### src/rtl/bcd_pkg.sv
// bcd_pkg: shared types and constants for the sequential binary-to-BCD converter.
// Revision: 1.0
`default_nettype none

package bcd_pkg;

    typedef enum logic [1:0] {
        IDLE  = 2'd0,
        SHIFT = 2'd1,
        DONE  = 2'd2
    } state_t;

    localparam logic [3:0] BCD_NINE = 4'h9;

    // Largest value representable in n BCD digits; 64 bits covers n up to 10.
    function automatic logic [63:0] pow10_minus1(input int n);
        logic [63:0] p;
        p = 64'd1;
        for (int i = 0; i < n; i++) begin
            p = p * 64'd10;
        end
        return p - 64'd1;
    endfunction

endpackage

`default_nettype wire

### src/rtl/bcd_add3.sv
// bcd_add3: per-digit double-dabble correction, adds 3 when the digit is 5 or more.
// Revision: 1.0
`default_nettype none

module bcd_add3 (
    input  logic [3:0] din,
    output logic [3:0] dout
);

    assign dout = (din >= 4'd5) ? (din + 4'd3) : din;

endmodule

`default_nettype wire

### src/rtl/bin_to_bcd_seq.sv
// bin_to_bcd_seq: one-bit-per-clock double-dabble converter with start/busy/done handshake.
// Optional leading-zero blanking via macro BCD_LEADING_BLANK_EN. Revision: 1.0
`default_nettype none

module bin_to_bcd_seq
    import bcd_pkg::*;
#(
    parameter int BIN_W  = 16,
    parameter int DIGITS = 5
) (
    input  logic                  clk,
    input  logic                  reset_n,
    input  logic                  start,
    input  logic [BIN_W-1:0]      bin_in,
    output logic                  busy,
    output logic                  done,
    output logic [4*DIGITS-1:0]   bcd_out,
    output logic                  overflow,
    output logic [DIGITS-1:0]     blank
);

    localparam int                ACC_W = 4 * DIGITS;
    localparam int                CNT_W = $clog2(BIN_W + 1);
    localparam logic [63:0]       LIMIT = pow10_minus1(DIGITS);
    localparam logic [CNT_W-1:0]  LAST  = CNT_W'(BIN_W - 1);

    state_t             state;
    state_t             state_next;
    logic [BIN_W-1:0]   shreg;
    logic [ACC_W-1:0]   acc;
    logic [ACC_W-1:0]   acc_adj;
    logic [ACC_W-1:0]   acc_shifted;
    logic [ACC_W-1:0]   result;
    logic [CNT_W-1:0]   count;
    logic               ovf_pending;
    logic               accept;
    logic               last_shift;

    generate
        for (genvar i = 0; i < DIGITS; i++) begin : g_digit
            bcd_add3 u_add3 (
                .din  (acc[4*i +: 4]),
                .dout (acc_adj[4*i +: 4])
            );
        end
    endgenerate

    // Bits leaving the top digit are dropped; that only happens on overflow.
    assign acc_shifted = {acc_adj[ACC_W-2:0], shreg[BIN_W-1]};
    assign result      = ovf_pending ? {DIGITS{BCD_NINE}} : acc_shifted;
    assign accept      = ((state == IDLE) || (state == DONE)) && start;
    assign last_shift  = (state == SHIFT) && (count == LAST);

    assign busy = (state == SHIFT);
    assign done = (state == DONE);

    always_ff @(posedge clk) begin
        if (!reset_n) begin
            state <= IDLE;
        end else begin
            state <= state_next;
        end
    end

    always_comb begin
        state_next = state;
        case (state)
            IDLE:    state_next = start ? SHIFT : IDLE;
            SHIFT:   state_next = (count == LAST) ? DONE : SHIFT;
            DONE:    state_next = start ? SHIFT : IDLE;
            default: state_next = IDLE;
        endcase
    end

    always_ff @(posedge clk) begin
        if (!reset_n) begin
            shreg       <= '0;
            acc         <= '0;
            count       <= '0;
            ovf_pending <= 1'b0;
            bcd_out     <= '0;
            overflow    <= 1'b0;
        end else if (accept) begin
            shreg       <= bin_in;
            acc         <= '0;
            count       <= '0;
            ovf_pending <= (64'(bin_in) > LIMIT);
        end else if (state == SHIFT) begin
            shreg <= shreg << 1;
            acc   <= acc_shifted;
            count <= count + CNT_W'(1);
            if (last_shift) begin
                bcd_out  <= result;
                overflow <= ovf_pending;
            end
        end
    end

`ifdef BCD_LEADING_BLANK_EN
    logic [DIGITS-1:0] blank_next;
    logic              zero_above;

    // Scan from the top digit down; digit 0 always stays visible.
    always_comb begin
        blank_next = '0;
        zero_above = 1'b1;
        for (int k = DIGITS - 1; k >= 1; k--) begin
            zero_above    = zero_above && (result[4*k +: 4] == 4'd0);
            blank_next[k] = zero_above && !ovf_pending;
        end
    end

    always_ff @(posedge clk) begin
        if (!reset_n) begin
            blank <= '0;
        end else if (last_shift) begin
            blank <= blank_next;
        end
    end
`else
    assign blank = '0;
`endif

endmodule

`default_nettype wire

### config.mk
export PLATFORM = sky130hd
export DESIGN_NAME = bin_to_bcd_seq
export DESIGN_NICKNAME = d
export VERILOG_FILES = /design/src/rtl/bcd_pkg.sv /design/src/rtl/bcd_add3.sv /design/src/rtl/bin_to_bcd_seq.sv
export SDC_FILE = /design/constraint.sdc
export NUM_CORES = 1
export LEC_CHECK = 0
export ABC_CLOCK_PERIOD_IN_PS = 1600
export BUFFER_PORTS_ARGS = -buffer_cell sky130_fd_sc_hd__clkbuf_2
export CORE_MARGIN = 4
export CORE_UTILIZATION = 35
export CTS_BUF_LIST = sky130_fd_sc_hd__clkbuf_8 sky130_fd_sc_hd__clkbuf_16
export DETAILED_ROUTE_END_ITERATION = 12
export PLACE_DENSITY_LB_ADDON = 0.1
export SYNTH_ARGS = -nofsm -noshare
export SYNTH_HDL_FRONTEND = slang
export SYNTH_SLANG_ARGS = --single-unit
### constraint.sdc
create_clock -name clk -period 1.6 [get_ports clk]
set_input_delay 0.16 -clock clk [delete_from_list [all_inputs] [get_ports clk]]
set_output_delay 0.16 -clock clk [all_outputs]
set_load 0.02 [all_outputs]
==> reports/metrics.csv <==
metric,value,unit
cp_max_fo,5,
fmax,657,MHz
postCtsHoldBufs,0,
synth_top_area_cell,dfxtp_1,
synth-edff-count,0,
fin_crit_sh,95.2,%
clockPowerShare,41.9,%
avgSynthCellArea,8.60,um2
grt_util_all_layers,14.3,%
crit_arrival,1.74,ns
grt_max_degree,36,
ios,47,
htree_levels,3,
synthFlopType,dfxtp_1,
drt-met1-wl,3170,um
critical_path.cell_chain,ha_1 > and3_1 > ha_4 > and2_4 > buf_4 > o21ai_0 > a21oi_1,
final_util,44.4,%
die_h,98.3,um
cp_slowest_cell,dfxtp_1,
antenna_found_initial,0,
vias,2407,
synth.area.top_cells,"dfxtp_1, nand2_1, ha_1",
wl_met2,3180,um
drc,0,
synthArstFlopShare,0,%
cts.sinks,63,
viasPerCell,4.87,
clock_tree.root_cell,clkbuf_8,
drt-total-wl,6690,um
first_pass_iters,4,
final_cells,494,
ys_warn_count,0,
drv_cap,0,
insertion_delay,0.34,ns
grt_pass1_vias,2257,
seqPwrFrac,48.2,%
fill_cells,814,
portBuffers,40,
multi_input_area,1440,um2
hold_path.class,input port to flip-flop,
dr_wl_met3,268,um
dieArea,9670,um2
synth-seq-cells,63,
die_x,98.3,um
hpwl,4540,um
ys_seq_area_share,44.2,%
grt_pass1_wl,11200,um
post-synth-top-count-cell,dfxtp_1,
syn_to_final_growth,22.1,%
switching_share,24.3,%
cts_tree,built,
regArea,1260,um2
num_rows,32,
final-max-slew-violation-count,0,
start_util,36.4,%
cts_buffer_depth,2,
endpoint_kind,flip-flop,
gp_congestion,0.785,
cpPeakStageDelay,0.31,ns
hold_viol,0,
power_density,982,nW/um2
status,"complete, no violations",
nNetsFinal,418,
pwr-share-comb,9.9,%
route.top_layer_used,met4,
overflow,0,
synthTopCellsByCount,"dfxtp_1, nand2_1, a21oi_1",
drtAntennaViolNets,0,
critPathKind,flip-flop to flip-flop,
setup_viol,0,
placedCellCount,474,
period_needed,1.52,ns
drive_above_1_share,25.8,%
leakagePower,1.47,nW
cp_data_required_time,1.82,ns
internal_power,0.00259,W
yosysUniqueCellTypes,36,
p_switching,0.000832,W
fin_skew,0.00651,ns
synth_top_area_share,44.2,%
peakVddDrop,0.485,mV
synth_area,2860,um2
antenna_cells,0,
cts-buffers-inserted,9,
core_area,7850,um2
wl_per_cell,13.5,um
synthCells,332,
worst-path-buf-inv,1,
cp_top_family,adder cells,
dr.first_iter.drc_count,89,
start_kind,flip-flop,
clkTransAtPathRegs,0.07,ns
## area by class of cell
class	count	share of cell area, %
repair buffers	64	11.3
multi-input cells	236	41.2
clock buffers	12	4.74
flip-flops and latches	63	36.3
well taps	102	3.66
clock inverters	4	1.26
inverters	13	1.54
## placed cells by master (no fill, tap or decap), types with 2 or more instances in the layout
master,n
o211a_1,10
xor2_1,2
and2_1,2
dfxtp_2,3
dfxtp_1,60
clkbuf_2,40
o21ai_1,11
o21ai_0,17
o22ai_1,10
nand2b_1,7
clkinv_2,2
nand3_1,24
mux2_2,5
nor2_1,24
clkbuf_8,12
ha_1,10
a21oi_1,24
nand2_1,43
a21oi_2,6
xnor2_1,5
conb_1,6
inv_1,13
o221ai_1,5
nor3b_1,8
a211oi_1,5
buf_4,23
## final timing paths
| check | startpoint | end | slack (ns) | cells past startpoint |
|---|---|---|---|---|
| worst max-delay path | count[0]$_SDFFE_PP0P_ | bcd_out[4]$_SDFFE_PN0P_ | 0.08 | 7 |
| worst min-delay path | bin_in[7] | shreg[7]$_SDFFE_PN0P_ | 0.06 | 2 |
| worst min register to register | bcd_out[14]$_SDFFE_PN0P_ | bcd_out[14]$_SDFFE_PN0P_ | 0.45 | 2 |
| worst max register to register | count[0]$_SDFFE_PP0P_ | bcd_out[4]$_SDFFE_PN0P_ | 0.08 | 7 |
## sequential cells by signal, summed over array words and instances (netlist names)
signal / flops
acc: 20
bcd_out: 20
count: 5
shreg: 16
state: 2
## power groups by stage
stage / registers [W] / logic, W / clock network, W
4_1_cts: 0.00165 / 0.000338 / 0.00148
5_1_grt: 0.00166 / 0.000385 / 0.00154
3_3_place_gp: 0.00168 / 0.000332 / 0
6_report: 0.00165 / 0.000340 / 0.00143
2_1_floorplan: 0.00168 / 0.000249 / 0
3_5_place_dp: 0.00168 / 0.000336 / 0
## metal layers
metal  global-route usage, %  vias to the layer above
met1                    18.1                     1109
met4                    4.73                        0
met5                       0                        -
met2                    23.3                       42
li1                        -                     1250
met3                    4.21                        6
## kinds of logic (layout without fill, tap and decap cells)
| kind of cell | Yosys count | in the layout | synth area share (%) |
|---|---|---|---|
| and+or+nand+nor | 113 | 114 | 18.4 |
| AOI/OAI and AO/OA | 90 | 90 | 19.4 |
| DFF | 63 | 63 | 44.2 |
| buffers and inverters | 39 | 93 | 7.84 |
| adders and majority gates | 12 | 12 | 5.26 |
| xor gates and xnor gates | 8 | 8 | 2.45 |
| muxes | 6 | 6 | 2.32 |
| other | 1 | 6 | 0.131 |
## what timing repair did
item                       4_1_cts  5_1_grt
setup buffers                    0        3
resized for setup                0       14
cloned                           1        0
setup endpoints to repair        1       18
pin swaps                        0        3
## through the flow
stage | setup slack, ns | hold slack, ns | power (W) | TNS (ns) | cell area (um2)
final | 0.0770 | 0.0555 | 0.00342 | 0 | 3490
after global routing | -0.00613 | 0.0483 | 0.00358 | -0.00613 | 3490
after CTS | 0.0224 | 0.0389 | 0.00347 | 0 | 3420
after detailed placement | 0.00736 | 0.405 | 0.00202 | 0 | 3200
after global placement | 0.0530 | 0.401 | 0.00202 | 0 | 3200
after floorplan | 0.0838 | 0.316 | 0.00193 | 0 | 2870
## worst register-to-register path: stages, from the launching register on
cell and delay (ns):
dfxtp_1 0.31, ha_1 0.20, and3_1 0.21, ha_4 0.18, and2_4 0.15, buf_4 0.15, o21ai_0 0.15, a21oi_1 0.05
(Power assumes the default switching activity.)
